**src/rtl/thor2022_prefix_fold.sv**
```systemverilog
// Folds EXI/EXIM immediate-extension prefixes into the following instruction and
// hands decode one registered bundle per non-prefix instruction.
module thor2022_prefix_fold #(
    parameter int          IW       = 64,
    parameter int          AW       = 64,
    parameter int          OPC_LSB  = 1,
    parameter logic [7:0]  EXI8_OP  = 8'h50,
    parameter logic [7:0]  EXI24_OP = 8'h52,
    parameter logic [7:0]  EXI40_OP = 8'h54,
    parameter logic [7:0]  EXI56_OP = 8'h56,
    parameter logic [7:0]  EXIM_OP  = 8'h58
) (
    input  logic          clk_i,
    input  logic          rst_ni,
    input  logic          flush_i,
    input  logic          in_valid_i,
    output logic          in_ready_o,
    input  logic [IW-1:0] in_ir_i,
    input  logic [AW-1:0] in_pc_i,
    output logic          out_valid_o,
    input  logic          out_ready_i,
    output logic [IW-1:0] ir_o,
    output logic [IW-1:0] xir_o,
    output logic          xval_o,
    output logic [IW-1:0] mir_o,
    output logic          mval_o,
    output logic [AW-1:0] pc_o,
    output logic          pfx_err_o,
    output logic          irq_ok_o
);

    // Chain state is fully implied by the two hold valids: {hm_v, hx_v}.
    typedef enum logic [1:0] {
        CH_EMPTY = 2'b00,
        CH_XONLY = 2'b01,
        CH_MONLY = 2'b10,
        CH_XM    = 2'b11
    } chain_state_t;

    logic [IW-1:0] hx;
    logic          hx_v;
    logic [IW-1:0] hm;
    logic          hm_v;
    logic [AW-1:0] hpc;
    logic          hpc_v;
    logic          herr;

    chain_state_t  chain_state;

    logic [7:0]    opc;
    logic          is_exi;
    logic          is_exim;
    logic          accept;
    logic          take_x;
    logic          take_m;
    logic          take_ins;

    always_comb begin
        opc         = in_ir_i[OPC_LSB +: 8];
        is_exi      = (opc[7:1] == EXI8_OP[7:1])  || (opc[7:1] == EXI24_OP[7:1]) ||
                      (opc[7:1] == EXI40_OP[7:1]) || (opc[7:1] == EXI56_OP[7:1]);
        is_exim     = (opc == EXIM_OP);
        in_ready_o  = !flush_i && (!out_valid_o || out_ready_i);
        accept      = in_valid_i && in_ready_o;
        take_x      = accept && is_exi;
        take_m      = accept && is_exim;
        take_ins    = accept && !is_exi && !is_exim;
        chain_state = chain_state_t'({hm_v, hx_v});
        irq_ok_o    = (chain_state == CH_EMPTY);
    end

    // Holding registers for the prefix chain in progress.
    always_ff @(posedge clk_i or negedge rst_ni) begin
        if (!rst_ni) begin
            hx    <= '0;
            hx_v  <= 1'b0;
            hm    <= '0;
            hm_v  <= 1'b0;
            hpc   <= '0;
            hpc_v <= 1'b0;
            herr  <= 1'b0;
        end else if (flush_i || take_ins) begin
            hx_v  <= 1'b0;
            hm_v  <= 1'b0;
            hpc_v <= 1'b0;
            herr  <= 1'b0;
        end else if (take_x || take_m) begin
            if (take_x) begin
                hx   <= in_ir_i;
                hx_v <= 1'b1;
                if (hx_v) begin
                    herr <= 1'b1;
                end
            end
            if (take_m) begin
                hm   <= in_ir_i;
                hm_v <= 1'b1;
                if (hm_v) begin
                    herr <= 1'b1;
                end
            end
            // The chain PC is the PC of whichever prefix arrived first.
            if (!hpc_v) begin
                hpc   <= in_pc_i;
                hpc_v <= 1'b1;
            end
        end
    end

    // Decode bundle register; an accept in the consume cycle replaces it with no bubble.
    always_ff @(posedge clk_i or negedge rst_ni) begin
        if (!rst_ni) begin
            out_valid_o <= 1'b0;
            ir_o        <= '0;
            xir_o       <= '0;
            xval_o      <= 1'b0;
            mir_o       <= '0;
            mval_o      <= 1'b0;
            pc_o        <= '0;
            pfx_err_o   <= 1'b0;
        end else if (flush_i) begin
            out_valid_o <= 1'b0;
        end else if (take_ins) begin
            out_valid_o <= 1'b1;
            ir_o        <= in_ir_i;
            xir_o       <= hx_v ? hx : '0;
            xval_o      <= hx_v;
            mir_o       <= hm_v ? hm : '0;
            mval_o      <= hm_v;
            pc_o        <= hpc_v ? hpc : in_pc_i;
            pfx_err_o   <= herr;
        end else if (out_ready_i) begin
            out_valid_o <= 1'b0;
        end
    end

endmodule

```
**config.mk**
```make
export PLATFORM = sky130hd
export DESIGN_NAME = thor2022_prefix_fold
export DESIGN_NICKNAME = d
export VERILOG_FILES = /design/src/rtl/thor2022_prefix_fold.sv
export SDC_FILE = /design/constraint.sdc
export NUM_CORES = 1
export LEC_CHECK = 0
export ABC_AREA = 1
export BUFFER_PORTS_ARGS = -buffer_cell sky130_fd_sc_hd__buf_4
export CAP_MARGIN = 20
export CORE_ASPECT_RATIO = 0.75
export CORE_UTILIZATION = 50
export CTS_CLUSTER_DIAMETER = 30
export DETAILED_ROUTE_END_ITERATION = 12
export HOLD_SLACK_MARGIN = 0.03
export PLACE_DENSITY = 0.8
export SYNTH_ARGS = -nofsm -noshare
export SYNTH_HDL_FRONTEND = slang
export SYNTH_SLANG_ARGS = --single-unit
```
**constraint.sdc**
```tcl
create_clock -name clk_i -period 2.06 [get_ports clk_i]
set_clock_uncertainty 0.1 [all_clocks]
set_input_delay 0.103 -clock clk_i [delete_from_list [all_inputs] [get_ports clk_i]]
set_output_delay 0.103 -clock clk_i [all_outputs]
set_load 0.05 [all_outputs]
```
==> impl_metrics.csv <==
group,metric,value,unit
route,drtAntennaViolNets,0,
timing,finalHoldViolCount,0,
power_and_ir_drop,p_per_area,1088,nW/µm²
place,io_buffer_count,394,
synth,syn_area,17390,µm²
synth,postSynthNetCount,1890,
global_route,grt_pass1_wl,84530,µm
cts,cts_tree,"yes",
synth,synth_edf_count,0,
run,cap_viol_max_count,0,
power_and_ir_drop,leakage,12.93,nW
setup_path,crit_path_end_kind,"register",
cts,clock-sinks,456,
timing,timing.fmax,504.0,MHz
floorplan,core_area,33890,µm²
global_route,antenna_found_initial,1,
floorplan,die-width,217.3,µm
timing,finalCritPeriodShare,0.9632,
global_route,overflow,0,
finish,fin_nets,2439,
cts,cts-root-buf,"clkbuf_16",
hold_path,hold_class,"in2async",
global_route,gr-usage-all-layers,0.3076,
synth,post_synth_num_cell_types,20,
floorplan,fp-row-count,58,
timing,maxSlewViolCount,0,
timing,fin_crit,1984,ps
synth,ys.flop_type,"dfrtp_1",
timing,tightest_slew,533.9,ps
route,drtIter0Drc,1628,
global_route,grt_max_degree,75,
setup_path,cp.arrival,2290,ps
floorplan,die_area,35530,µm²
global_route,grt_pass1_vias,15670,
setup_path,cpPeakStageDelay,420,ps
cts,insertion_delay,580,ps
finish,layout-area-overhead-vs-synth,42.80,%
finish,ff_latch_area,11410,µm²
route,vias_per_cell,5.305,
run_status,status,"finished clean",
floorplan,io_pins,395,
synth,synthCells,1757,
setup_path,critical_path.slowest_cell,"dfrtp_1",
timing,setup_viol,0,
route,drt_wl_total,54100,µm
place,dp_cells,2547,
synth,ys_seq_area_frac,0.6563,
route,drc,0,
synth,async_reset_ff_frac,1.000,
cts,cts.reportedPaths.clkPinSlew,60,ps
synth,ys_ff_latch,456,
finish,drive_gt1_frac,0.2500,
route,wire_per_inst,19.22,µm
finish,final_common_cell,"nand2_1",
synth,avgSynthCellArea,9.896,µm²
floorplan,initial_core_util,0.5131,
route,dr.pass1.iters,7,
finish,n_fill_cell,2111,
cts,numCtsBuffers,74,
finish,stdcell_count,2815,
timing,fin_tns_setup,0,ps
power_and_ir_drop,peakVddDrop,0.8923,mV
setup_path,path_class,"reg2reg",
setup_path,cp_max_fo,61,
timing,slew_headroom,0.6440,
setup_path,crit_chain,"nand2_2 -> nand3_4 -> inv_2 -> nand3_4 -> buf_12 -> buf_12 -> nand2_1 -> o21ai_0",
timing,rsz0062_at_grt,"false",
cts,htree_levels,3,
synth,yosys_warnings,0,
power_and_ir_drop,total_power,27.02,mW
place,hpwl,31230,µm
setup_path,start_kind,"register",
finish,multi_input_area,5074,µm²
floorplan,die_h,163.5,µm
finish,design_area,24830,µm²
route,num_vias,14930,
cts,clock_path_buffers,3,
setup_path,cp.required,2370,ps
place,postPlaceCellArea,21000,µm²
place,routabilityCongestion,0.8446,
finish,final_cell_mix,"nand2_1, dfrtp_1, buf_4, o21ai_0, dlygate4sd3_1",
## critical path, delay by kind of cell, from the launching register on
| family | cells | cell delay, ps |
|---|---|---|
| AOI/OAI and AO/OA | 1 | 160 |
| buffers and inverters | 3 | 530 |
| DFF | 1 | 420 |
| and+or+nand+nor | 4 | 550 |
## through the flow
step / utilization / hold WS [ps] / setup slack, ps
after detailed placement: 0.6195 / -36.21 / 238.6
after global placement: 0.6195 / -35.39 / 311.2
after floorplan: - / -292.6 / 245.5
final: 0.7327 / 146.8 / 75.76
after global routing: 0.7327 / 167.0 / 26.26
after CTS: 0.7326 / 137.1 / 211.1
## power breakdown
part	switching, mW	leakage [nW]	total, mW	internal, mW
clock	4.57	1.21	12.3	7.73
sequential	0.582	6.03	10.4	9.84
combinational	2.88	5.69	4.30	1.42
total	8.04	12.9	27.0	19.0
## layout make-up
cell class                 instances  share of cell area
antenna                            1           0.0001008
clock buffer                      89             0.08133
clock inverter                    45             0.01869
inverter                          83             0.01260
multi-input combinational       1117              0.2043
sequential                       456              0.4597
tap                              450             0.02268
timing repair buffer             574              0.2006
## registers in the layout (all words and copies together), names as in the netlist
signal / count
herr: 1
hm: 64
hm_v: 1
hpc: 64
hpc_v: 1
hx: 64
hx_v: 1
ir_o: 64
mir_o: 64
mval_o: 1
out_valid_o: 1
pc_o: 64
pfx_err_o: 1
xir_o: 64
xval_o: 1
## metal layers
| metal | part of all wire | up-vias | wire, µm | global-route usage |
|---|---|---|---|---|
| met4 | 0.041 | 0 | 2211 | 0.1412 |
| met1 | 0.37 | 7240 | 20200 | 0.3666 |
| met5 | 0 | - | 0 | 0 |
| met2 | 0.50 | 801 | 26820 | 0.5163 |
| li1 | - | 6716 | - | - |
| met3 | 0.090 | 176 | 4869 | 0.09088 |
## cells by family after synthesis
logic type,synth area share
AND/OR/NAND/NOR,0.1650
AO/OA/AOI/OAI,0.08952
buffers and inverters,0.05238
flip-flops,0.6563
multiplexers,0.03684
## final timing paths
check                            startpoint  endpoint  slack [ps]  cells past startpoint
worst max-delay path            out_valid_o  ir_o[33]          80                      8
worst min-delay path                 rst_ni    hm[27]         150                      3
worst max register to register  out_valid_o  ir_o[33]          80                      8
worst min register to register        hx[7]  xir_o[7]         360                      2
max in group asynchronous            rst_ni  pc_o[26]        1320                      3
min in group clk_i              in_ir_i[14]    hx[14]         270                      4
## Yosys cell counts, types with 5 or more instances
| master | count | area share |
|---|---|---|
| inv_1 | 79 | 0.017 |
| nor2_1 | 77 | 0.017 |
| buf_6 | 18 | 0.012 |
| buf_2 | 62 | 0.018 |
| clkbuf_1 | 18 | 0.0039 |
| o21ai_1 | 112 | 0.032 |
| dfrtp_1 | 456 | 0.66 |
| nand2_1 | 649 | 0.14 |
| a21oi_1 | 61 | 0.018 |
| or2_2 | 5 | 0.0018 |
| o21ai_0 | 138 | 0.040 |
| mux2i_1 | 64 | 0.037 |
## repair_timing
item,4_1_cts,5_1_grt
resized for setup,0,0
buffers inserted,0,0
hold endpoints to repair,773,0
hold buffers,133,0
Power figures use the tool's default switching activity.
